**src/rtl/freq_pkg.sv**
```systemverilog
// freq_pkg: shared definitions for the frequency meter measurement sequencer.
//   state_t    - sequencer state encoding (3 bits)
//   RANGE_*    - gate range codes, also the decimal-point position
//   decade()   - 10^r for r = 0..3, used to scale the gate length
package freq_pkg;

  typedef enum logic [2:0] {
    ST_IDLE  = 3'd0,
    ST_CLEAR = 3'd1,
    ST_GATE  = 3'd2,
    ST_DRAIN = 3'd3,
    ST_EVAL  = 3'd4,
    ST_LATCH = 3'd5
  } state_t;

  localparam logic [1:0] RANGE_10MS  = 2'd0;
  localparam logic [1:0] RANGE_100MS = 2'd1;
  localparam logic [1:0] RANGE_1S    = 2'd2;
  localparam logic [1:0] RANGE_10S   = 2'd3;

  function automatic logic [31:0] decade(input logic [1:0] r);
    logic [31:0] d;
    case (r)
      RANGE_10MS:  d = 32'd1;
      RANGE_100MS: d = 32'd10;
      RANGE_1S:    d = 32'd100;
      RANGE_10S:   d = 32'd1000;
      default:     d = 32'd1;
    endcase
    return d;
  endfunction

endpackage

```
**src/rtl/freq_gate_timer.sv**
```systemverilog
// freq_gate_timer: loadable down counter that times the counting gate.
//   fpga_clk, nreset - clock, asynchronous active-low reset
//   load, load_val   - load the gate length (takes priority)
//   clr              - force the counter to 0 while no gate is pending
//   tick_en          - decrement by one (1 us tick gated by the sequencer)
//   expire           - pulse on the tick that brings the counter to 0
module freq_gate_timer #(
  parameter int GATE_W = 24
) (
  input  logic              fpga_clk,
  input  logic              nreset,
  input  logic              load,
  input  logic [GATE_W-1:0] load_val,
  input  logic              clr,
  input  logic              tick_en,
  output logic              expire
);

  localparam logic [GATE_W-1:0] CNT_ZERO = {GATE_W{1'b0}};
  localparam logic [GATE_W-1:0] CNT_ONE  = {{(GATE_W-1){1'b0}}, 1'b1};

  logic [GATE_W-1:0] count_r;

  // Gate length counter; saturates at 0 so it never wraps.
  always_ff @(posedge fpga_clk or negedge nreset) begin
    if (!nreset) begin
      count_r <= CNT_ZERO;
    end else if (load) begin
      count_r <= load_val;
    end else if (clr) begin
      count_r <= CNT_ZERO;
    end else if (tick_en && (count_r != CNT_ZERO)) begin
      count_r <= count_r - CNT_ONE;
    end else begin
      count_r <= count_r;
    end
  end

  // Combinational so the sequencer leaves GATE on the final tick itself.
  assign expire = tick_en && (count_r == CNT_ONE);

endmodule

```
**src/rtl/freq_gate_ctrl.sv**
```systemverilog
// freq_gate_ctrl: measurement sequencer and auto-ranger for the frequency meter.
//   fpga_clk, nreset     - clock, asynchronous active-low reset
//   tick_1us             - 1 us timebase pulse
//   sig_edge             - one pulse per synchronized input edge
//   carry_out, msd_zero  - BCD counter overflow and "digit 7 is 0"
//   run, auto_en, man_range - operating controls
//   clk_enable, reset_ctr, latchit - BCD counter control pins
//   range, ovf           - range / overflow of the last latched value
//   gate_active, meas_done - gate open, measurement latched
module freq_gate_ctrl
  import freq_pkg::*;
#(
  parameter int GATE_BASE_US = 10_000,
  parameter int GATE_W       = 24,
  parameter int INIT_RANGE   = 2
) (
  input  logic       fpga_clk,
  input  logic       nreset,
  input  logic       tick_1us,
  input  logic       sig_edge,
  input  logic       carry_out,
  input  logic       msd_zero,
  input  logic       run,
  input  logic       auto_en,
  input  logic [1:0] man_range,
  output logic       clk_enable,
  output logic       reset_ctr,
  output logic       latchit,
  output logic [1:0] range,
  output logic       ovf,
  output logic       gate_active,
  output logic       meas_done
);

  localparam logic [1:0] INIT_RNG = 2'(INIT_RANGE);
  localparam logic [GATE_W-1:0] LEN0 = GATE_W'(GATE_BASE_US * decade(RANGE_10MS));
  localparam logic [GATE_W-1:0] LEN1 = GATE_W'(GATE_BASE_US * decade(RANGE_100MS));
  localparam logic [GATE_W-1:0] LEN2 = GATE_W'(GATE_BASE_US * decade(RANGE_1S));
  localparam logic [GATE_W-1:0] LEN3 = GATE_W'(GATE_BASE_US * decade(RANGE_10S));

  state_t            state_r, state_nxt_s;
  logic [1:0]        cur_rng_r, cur_rng_nxt_s;
  logic              ovf_seen_r, ovf_seen_nxt_s;
  logic [GATE_W-1:0] gate_len_s;
  logic              expire_s;

  logic clk_enable_r, reset_ctr_r, latchit_r, meas_done_r, gate_active_r, ovf_r;
  logic [1:0] range_r;

  // Gate length for the working range.
  always_comb begin
    gate_len_s = LEN0;
    case (cur_rng_r)
      RANGE_10MS:  gate_len_s = LEN0;
      RANGE_100MS: gate_len_s = LEN1;
      RANGE_1S:    gate_len_s = LEN2;
      RANGE_10S:   gate_len_s = LEN3;
      default:     gate_len_s = LEN0;
    endcase
  end

  freq_gate_timer #(.GATE_W(GATE_W)) u_timer (
    .fpga_clk (fpga_clk),
    .nreset   (nreset),
    .load     (state_r == ST_CLEAR),
    .load_val (gate_len_s),
    .clr      ((state_r != ST_CLEAR) && (state_r != ST_GATE)),
    .tick_en  (tick_1us && (state_r == ST_GATE)),
    .expire   (expire_s)
  );

  // Sequencer state, working range and sticky overflow registers.
  always_ff @(posedge fpga_clk or negedge nreset) begin
    if (!nreset) begin
      state_r    <= ST_IDLE;
      cur_rng_r  <= INIT_RNG;
      ovf_seen_r <= 1'b0;
    end else begin
      state_r    <= state_nxt_s;
      cur_rng_r  <= cur_rng_nxt_s;
      ovf_seen_r <= ovf_seen_nxt_s;
    end
  end

  // Next-state, range stepping and overflow tracking.
  always_comb begin
    state_nxt_s    = state_r;
    cur_rng_nxt_s  = cur_rng_r;
    ovf_seen_nxt_s = ovf_seen_r;
    case (state_r)
      ST_IDLE: begin
        if (run) begin
          state_nxt_s = ST_CLEAR;
          if (!auto_en) begin
            cur_rng_nxt_s = man_range;
          end else begin
            cur_rng_nxt_s = cur_rng_r;
          end
        end else begin
          state_nxt_s = ST_IDLE;
        end
      end
      ST_CLEAR: begin
        ovf_seen_nxt_s = 1'b0;
        if (run) begin
          state_nxt_s = ST_GATE;
        end else begin
          state_nxt_s = ST_IDLE;
        end
      end
      ST_GATE: begin
        if (carry_out) begin
          ovf_seen_nxt_s = 1'b1;
        end else begin
          ovf_seen_nxt_s = ovf_seen_r;
        end
        if (!run) begin
          state_nxt_s = ST_IDLE;
        end else if (expire_s) begin
          state_nxt_s = ST_DRAIN;
        end else begin
          state_nxt_s = ST_GATE;
        end
      end
      ST_DRAIN: begin
        if (run) begin
          state_nxt_s = ST_EVAL;
        end else begin
          state_nxt_s = ST_IDLE;
        end
      end
      ST_EVAL: begin
        // Overflowed in auto mode: step down a range and re-measure unlatched.
        if (!run) begin
          state_nxt_s = ST_IDLE;
        end else if (auto_en && ovf_seen_r && (cur_rng_r != RANGE_10MS)) begin
          cur_rng_nxt_s = cur_rng_r - 2'd1;
          state_nxt_s   = ST_CLEAR;
        end else begin
          state_nxt_s = ST_LATCH;
        end
      end
      ST_LATCH: begin
        // Leading digit empty: a 10x longer gate still fits 8 digits.
        if (auto_en) begin
          if (msd_zero && !ovf_seen_r && (cur_rng_r != RANGE_10S)) begin
            cur_rng_nxt_s = cur_rng_r + 2'd1;
          end else begin
            cur_rng_nxt_s = cur_rng_r;
          end
        end else begin
          cur_rng_nxt_s = man_range;
        end
        if (run) begin
          state_nxt_s = ST_CLEAR;
        end else begin
          state_nxt_s = ST_IDLE;
        end
      end
      default: begin
        state_nxt_s = ST_IDLE;
      end
    endcase
  end

  // Registered outputs, decoded from the state being entered so they line
  // up with the state register; range/ovf change together with latchit.
  always_ff @(posedge fpga_clk or negedge nreset) begin
    if (!nreset) begin
      clk_enable_r  <= 1'b0;
      reset_ctr_r   <= 1'b0;
      latchit_r     <= 1'b0;
      meas_done_r   <= 1'b0;
      gate_active_r <= 1'b0;
      ovf_r         <= 1'b0;
      range_r       <= INIT_RNG;
    end else begin
      clk_enable_r  <= (state_r == ST_GATE) && run && sig_edge;
      reset_ctr_r   <= (state_nxt_s == ST_CLEAR);
      latchit_r     <= (state_nxt_s == ST_LATCH);
      meas_done_r   <= (state_nxt_s == ST_LATCH);
      gate_active_r <= (state_nxt_s == ST_GATE);
      if (state_nxt_s == ST_LATCH) begin
        range_r <= cur_rng_r;
        ovf_r   <= ovf_seen_r;
      end else begin
        range_r <= range_r;
        ovf_r   <= ovf_r;
      end
    end
  end

  assign clk_enable  = clk_enable_r;
  assign reset_ctr   = reset_ctr_r;
  assign latchit     = latchit_r;
  assign meas_done   = meas_done_r;
  assign gate_active = gate_active_r;
  assign range       = range_r;
  assign ovf         = ovf_r;

endmodule

```
**config.mk**
```make
export PLATFORM = sky130hd
export DESIGN_NAME = freq_gate_ctrl
export DESIGN_NICKNAME = d
export VERILOG_FILES = /design/src/rtl/freq_pkg.sv /design/src/rtl/freq_gate_timer.sv /design/src/rtl/freq_gate_ctrl.sv
export SDC_FILE = /design/constraint.sdc
export NUM_CORES = 1
export LEC_CHECK = 0
export ABC_AREA = 1
export CORE_ASPECT_RATIO = 1.2
export CORE_MARGIN = 5
export CORE_UTILIZATION = 50
export DETAILED_ROUTE_END_ITERATION = 12
export PLACE_DENSITY = 0.68
export SYNTH_ARGS = -nofsm -noshare
export SYNTH_HDL_FRONTEND = slang
export SYNTH_SLANG_ARGS = --single-unit
```
**constraint.sdc**
```tcl
create_clock -name fpga_clk -period 1.6 [get_ports fpga_clk]
set_input_delay 0.16 -clock fpga_clk [delete_from_list [all_inputs] [get_ports fpga_clk]]
set_output_delay 0.16 -clock fpga_clk [all_outputs]
set_load 0.02 [all_outputs]
```
==> impl_summary.txt <==
----------------------------------------------------
[Routing]
  Routed Wire Length ... 7040 µm
  Antenna Violating Nets Remaining ... 0
  Routed wire per std cell ... 14.3 µm
  Number of DRC violations after detailed-routing iteration 0 ... 156
  Ratio of routed vias to standard cells ... 5.27
  Via count ... 2587
  Number of optimization iterations in the first detailed-route pass ... 5
  DRC errors left ... 0

[Final layout]
  Antenna diode instance count ... 0
  Leading cell type in the layout, fill and taps excluded ... sky130_fd_sc_hd__nand2_1
  Leading cell types in the layout, fill and taps excluded ... sky130_fd_sc_hd__nand2_1 (80), sky130_fd_sc_hd__nor2_1 (55), sky130_fd_sc_hd__buf_4 (46), sky130_fd_sc_hd__inv_1 (41), sky130_fd_sc_hd__dfrtp_1 (32)
  Final nets ... 449
  Post-Layout Cell Count ... 491
  Proportion of layout cells with a drive suffix above 1 ... 0.297
  Relative area change from synthesis to final layout ... 32.1%
  Fill cell total of the finished layout ... around 410

[Floorplan]
  Core Area ... roughly 4900 µm²
  Starting density of the core ... 0.519
  Horizontal die dimension ... approximately 75 µm
  Std cell rows ... 28
  Total die area ... between 6000 and 7000 µm²
  Height of the chip ... 88.4 µm
  Number of top-level pins ... 18

[Power]
  Total Power ... 0.00576 W
  Maximum VDD drop ... roughly 750 µV
  Leakage power ... 1.68 nW
  PD cells ... 1700 nW/µm²

[Timing]
  Maximum frequency from static timing analysis ... 625 MHz
  Final number of setup-violating endpoints ... 1
  Slew at the pin closest to its max-slew limit ... 0.487 ns
  Headroom to the max-slew limit ... 0.676
  Final Critical Period ... 1.60 ns
  RSZ-0062 raised after global routing ... yes
  Part of the cycle the worst path needs ... 1.00
  Least setup slack across all paths after layout ... -0.000728 ns
  Final hold viol count ... 0
  Clock skew after layout ... 0.00951 ns
  Worst hold-check slack ... 0.423 ns
  Max Slew Vio Count ... 0

[Worst setup path]
  Worst reg-to-reg setup slack ... -0.0007 ns
  Endpoint of the most critical register-to-register path ... u_timer.count_r[11]$_DFFE_PN0P_
  Crit Reg-Reg Startpoint ... u_timer.count_r[15]$_DFFE_PN0P_
  Cell depth of the worst flop-to-flop path ... 10
  Crit Path Max Fanout ... 6
  Signal arrival time at the worst endpoint ... 1.79 ns
  CP Class ... flop to flop
  Category of the worst setup path launch point ... flop
  Critical Path End Type ... flop
  Critical path data required time ... 1.79 ns

[Place]
  Detailed placer's ending HPWL ... 5070 µm
  Dpl cells ... between 400 and 500
  Port Buffers ... 17
  Routability Congestion ... 0.933

[Clock tree]
  Total clock buffers created by CTS ... 5
  Root buffer cell ... sky130_fd_sc_hd__clkbuf_8
  Depth of the CTS H-tree ... 2
  CTS tree ... done
  Clock sink count ... 37
  Worst skew pair latency ... 0.30 ns
  Clock transition at the registers of the reported paths ... approximately 0.080 ns
  CTS Buffer Depth ... 2

[Synth]
  Post-Syn Instances ... 364
  Synthesized netlist net count ... 383
  Mapped Area ... 2560 µm²
  Sequential-to-total area share from yosys stat ... 0.362
  Yosys Warn Count ... 0
  Synth Area per Inst ... 7.04 µm²
  Number of flip-flops and latches in the synthesized netlist ... 37
  Count of unique library cells instantiated by Yosys ... 29

[GRT]
  Wire length of the first global-routing pass ... 11500 µm
  GRT Residual Overflow ... 0
  Number of global-route vias before repair ... 2597
  Overall Global Routing Usage ... 0.225
  Initial antenna violation count ... 0
  Pin count of the biggest net entering global routing ... 38

[Outcome]
  Violated checks ... setup timing
  Result of the run ... finished, violations left

[Worst hold path]
  Hold_sp ... sig_edge
  Worst Hold Endpoint ... clk_enable$_DFF_PN0_
  Cell depth of the worst min-delay path ... 2
  Class of the tightest hold or removal check ... input port to flop

[Job]
  Maximum Capacitance Violations ... 0

----------------------------------------------------
[area by class of cell]
type	instances	area (µm²)	area share
Clock inverter	3	65.1	0.0192
Sequential cell	37	932	0.275
Multi-Input combinational cell	275	1540	0.456
Timing Repair Buffer	64	519	0.153
Tap cell	60	75.1	0.0222
Inverter	47	183	0.0539
Clock buffer	5	68.8	0.0203
[flip-flops by register name, indices dropped and copies added, names as in the netlist]
name,cells
clk_enable,1
cur_rng_r,2
gate_active,1
meas_done,1
ovf,1
ovf_seen_r,1
range,2
reset_ctr,1
state_r,3
u_timer.count_r,24
[power breakdown]
group / leakage, nW / switching, W / internal [W]
Sequential: 0.483 / 0.000228 / 0.00118
Clock: 0.0681 / 0.000366 / 0.000620
Combinational: 1.13 / 0.00194 / 0.00143
Total: 1.68 / 0.00253 / 0.00323
[repair_timing]
item | CTS | global route
hold endpoints to repair | 35 | 0
endpoints found under the setup margin | 7 | 30
buffers inserted | 1 | 7
cloned | 1 | 0
hold buffers | 1 | 0
pin swaps | 1 | 12
gates resized for setup | 6 | 44
[Yosys cell counts, drive strengths merged]
cell    number  area [µm²]
nor3         3        15.0
dfstp        2        52.6
clkbuf       1        3.75
dfrtp       35         876
buf          5        48.8
nor2b        1        6.26
o21bai       2        15.0
inv         47         176
nor2        86         398
o22ai        1        12.5
nand4        8        50.1
and2         2        12.5
nor3b        1        7.51
nand2       96         408
a21oi        8        40.0
ha           9         113
nand3       24         138
o21ai       32         183
xor2         1        8.76
[critical path: stages (launching register included)]
cell and delay (ns):
sky130_fd_sc_hd__dfrtp_1 0.42, sky130_fd_sc_hd__nor2_2 0.17, sky130_fd_sc_hd__nand2_2 0.11, sky130_fd_sc_hd__nor2_4 0.16
sky130_fd_sc_hd__nand3_4 0.12, sky130_fd_sc_hd__nand2_8 0.12, sky130_fd_sc_hd__clkinvlp_4 0.17, sky130_fd_sc_hd__nand2_1 0.10
sky130_fd_sc_hd__nand2_1 0.05, sky130_fd_sc_hd__inv_1 0.04, sky130_fd_sc_hd__nor2_1 0.03
[per-layer routing]
| layer | routed length (µm) | vias to the layer above | track usage |
|---|---|---|---|
| li1 | - | 1277 | - |
| met1 | 2800 | 1196 | 0.260 |
| met2 | 3660 | 94 | 0.399 |
| met3 | 348 | 20 | 0.0364 |
| met4 | 233 | 0 | 0.105 |
| met5 | 0 | - | 0 |
[cells by family after synthesis]
| family | after synthesis | share of synthesized area |
|---|---|---|
| AOI/OAI and AO/OA | 43 | 0.0976 |
| xor gates and xnor gates | 1 | 0.00342 |
| adders and majority gates | 9 | 0.0439 |
| buffers and inverters | 53 | 0.0893 |
| DFF | 37 | 0.362 |
| and+or+nand+nor | 221 | 0.404 |
[metrics by stage]
| stage | setup WS, ns | instance area (µm²) | TNS, ns | utilization |
|---|---|---|---|---|
| floorplan | 0.0599 | 2560 | 0 | - |
| global placement | 0.0416 | 3040 | 0 | 0.615 |
| detailed placement | -0.00874 | 3040 | -0.0115 | 0.615 |
| CTS | 0.00768 | 3210 | 0 | 0.649 |
| global route | -0.0911 | 3390 | -0.769 | 0.686 |
| finish | -0.000728 | 3390 | -0.000728 | 0.686 |
[worst max path at each step]
stage | from | end | slack [ns] | cells after the start
after floorplan | u_timer.count_r[0]$_DFFE_PN0P_ | u_timer.count_r[16]$_DFFE_PN0P_ | 0.06 | 9
after global placement | u_timer.count_r[0]$_DFFE_PN0P_ | u_timer.count_r[16]$_DFFE_PN0P_ | 0.04 | 9
after detailed placement | u_timer.count_r[0]$_DFFE_PN0P_ | u_timer.count_r[16]$_DFFE_PN0P_ | -0.009 | 9
after CTS | u_timer.count_r[1]$_DFFE_PN0P_ | u_timer.count_r[16]$_DFFE_PN0P_ | 0.008 | 9
after global routing | u_timer.count_r[15]$_DFFE_PN0P_ | u_timer.count_r[11]$_DFFE_PN0P_ | -0.09 | 10
final | u_timer.count_r[15]$_DFFE_PN0P_ | u_timer.count_r[11]$_DFFE_PN0P_ | -0.0007 | 10
No activity file was read; power rests on OpenSTA's default activity.
==> RTL edit, RTL diff (config.mk and constraints unchanged) <==
`GATE_W` is set to 24 in 2 places; all go to 28.
--- a/src/rtl/freq_gate_timer.sv
+++ b/src/rtl/freq_gate_timer.sv
@@ -5,7 +5,7 @@
 //   tick_en          - decrement by one (1 us tick gated by the sequencer)
 //   expire           - pulse on the tick that brings the counter to 0
 module freq_gate_timer #(
-  parameter int GATE_W = 24
+  parameter int GATE_W = 28
 ) (
   input  logic              fpga_clk,
   input  logic              nreset,
--- a/src/rtl/freq_gate_ctrl.sv
+++ b/src/rtl/freq_gate_ctrl.sv
@@ -11,7 +11,7 @@
   import freq_pkg::*;
 #(
   parameter int GATE_BASE_US = 10_000,
-  parameter int GATE_W       = 24,
+  parameter int GATE_W       = 28,
   parameter int INIT_RANGE   = 2
 ) (
   input  logic       fpga_clk,
Function: no difference found for any inputs over 10 cycles, from zero or initial values and one cycle with nreset low; that may be too few to reach the edited logic, so the function may still have changed.
==> RTL edit against the original RTL <==
Clock power down 9.1%. Cell area grew 16%. Area after synthesis grew 14%. Clock skew fell by 7.1 ps. Worst setup slack worse by 73 ps. The flow still finishes with violations (negative setup slack). Total power is 29% higher. Critical endpoint is now u_timer.count_r[25]. Routed wire length is 21% higher. Largest cell class unchanged. Sequential cell count is 4 higher. Count of clock-buffer cells in the layout rose by 1.
==> RTL edit: results (changes against the original RTL) <==
{
  "multi_input_cells": {"value": 309, "change": "was 275"},
  "ys_top_cells_by_area": {"value": "sky130_fd_sc_hd__dfrtp_1 (33%), sky130_fd_sc_hd__nand2_1 (12%), sky130_fd_sc_hd__nor2_1 (7.9%), sky130_fd_sc_hd__nand3_1 (7.0%), sky130_fd_sc_hd__inv_1 (6.3%)", "change": "was sky130_fd_sc_hd__dfrtp_1 (34%), sky130_fd_sc_hd__nand2_1 (13%), sky130_fd_sc_hd__nor2_1 (10%), sky130_fd_sc_hd__inv_1 (6.7%), sky130_fd_sc_hd__o21ai_0 (4.9%)"},
  "tns": {"value": -840.3, "unit": "ps", "change": "was -0.7276 ps"},
  "multi_input_area": {"value": 1729, "unit": "sq um", "change": "was 1544 sq um"},
  "hpwlAfterDp": {"value": 6.390, "unit": "mm", "change": "was 5.065 mm"},
  "buffer_area_share": {"value": 18.72, "unit": "%", "change": "was 15.33%"},
  "count_of_cell_types_in_the_netlist": {"value": 36, "change": "was 29"},
  "layout_top_registers": {"value": "u_timer.count_r (28), state_r (3)", "change": "was u_timer.count_r (24), state_r (3)"},
  "total_leakage_power": {"value": 2.019, "unit": "nW", "change": "was 1.677 nW"},
  "crit_path_max_fanout": {"value": 15, "change": "was 6"},
  "worst_path_arrival": {"value": 1870, "unit": "ps", "change": "was 1790 ps"},
  "first_global_vias": {"value": 2987, "change": "was 2,597"},
  "final.setup_skew": {"value": 2.430, "unit": "ps", "change": "was 9.507 ps"},
  "synth_mux_area_share": {"value": 0.3863, "unit": "%", "change": "was 0%"},
  "synth_fa_ha_area_share": {"value": 3.863, "unit": "%", "change": "was 4.392%"},
  "max_slew_margin": {"value": 66.65, "unit": "%", "change": "was 67.57%"},
  "fraction_of_synthesized_cell_area_in_xor_and_xnor_cells": {"value": 0.6009, "unit": "%", "change": "was 0.3416%"},
  "cts_setup_buffers": {"value": 7, "change": "was 1"},
  "violated_checks": {"value": "negative setup slack", "change": "unchanged"},
  "synth-compound-area-share": {"value": 12.15, "unit": "%", "change": "was 9.761%"},
  "netlist_instances": {"value": 414, "change": "was 364"},
  "dp.cells": {"value": 555, "change": "was 473"},
  "final.setup.worst_slack": {"value": -74.15, "unit": "ps", "change": "was -0.7276 ps"},
  "setup-violations-final": {"value": 26, "change": "was 1"},
  "drt_iter0_drc": {"value": 161, "change": "was 156"},
  "holdCritPathClass": {"value": "primary input to async pin", "change": "was primary input to register"},
  "outcome": {"value": "complete, but fails checks", "change": "unchanged"},
  "sequential_cell_total": {"value": 41, "change": "was 37"},
  "nonClockBufferCount": {"value": 83, "change": "was 64"},
  "fillerInstances": {"value": 502, "change": "was 405"},
  "inv_count": {"value": 55, "change": "was 47"},
  "routed_via_density": {"value": 5.236, "change": "was 5.269"}
}
## RTL edit: worst paths after layout
path	start	to	slack, ps	depth (start not counted)
max in group asynchronous	nreset	cur_rng_r[1]	680	3
hold reg to reg	range[1]	range[1]	500	2
min in group fpga_clk	sig_edge	clk_enable	390	3
setup / recovery	u_timer.count_r[1]	u_timer.count_r[25]	-70	12
hold / removal	nreset	u_timer.count_r[21]	360	2
setup reg to reg	u_timer.count_r[1]	u_timer.count_r[25]	-70	12
## RTL edit: where the power goes
part	internal (W)	total, W	switching, W
combinational	0.00207	0.00497	0.00290
clock	0.000508	0.000896	0.000389
sequential	0.00132	0.00159	0.000268
## RTL edit: through the flow
stage               worst slack [ps]  util [%]  power [W]
floorplan                      4.637         -   0.004217
global placement               15.87     62.76   0.005879
detailed placement            -49.20     62.76   0.005928
CTS                           -1.304     66.56   0.007065
global route                  -175.9     69.23   0.008069
finish                        -74.15     69.23   0.007453
## RTL edit: routing by layer
layer | vias up | track usage, % | part of all wire [%]
met1 | 1407 | 26.73 | 37
met4 | 0 | 12.32 | 4.2
met5 | - | 0 | 0
li1 | 1492 | - | -
met3 | 28 | 4.817 | 6.2
met2 | 89 | 43.25 | 52
## RTL edit: critical path: stages, from the launching register on
cell and delay (ps):
sky130_fd_sc_hd__dfrtp_1 410, sky130_fd_sc_hd__inv_2 100, sky130_fd_sc_hd__ha_1 150, sky130_fd_sc_hd__inv_1 40, sky130_fd_sc_hd__nor2_1 130, sky130_fd_sc_hd__nand2_2 100, sky130_fd_sc_hd__nor2_4 110, sky130_fd_sc_hd__nand2_4 60
sky130_fd_sc_hd__nand2_4 80, sky130_fd_sc_hd__nand2_4 70, sky130_fd_sc_hd__buf_12 150, sky130_fd_sc_hd__a21oi_1 120, sky130_fd_sc_hd__nor2_1 60
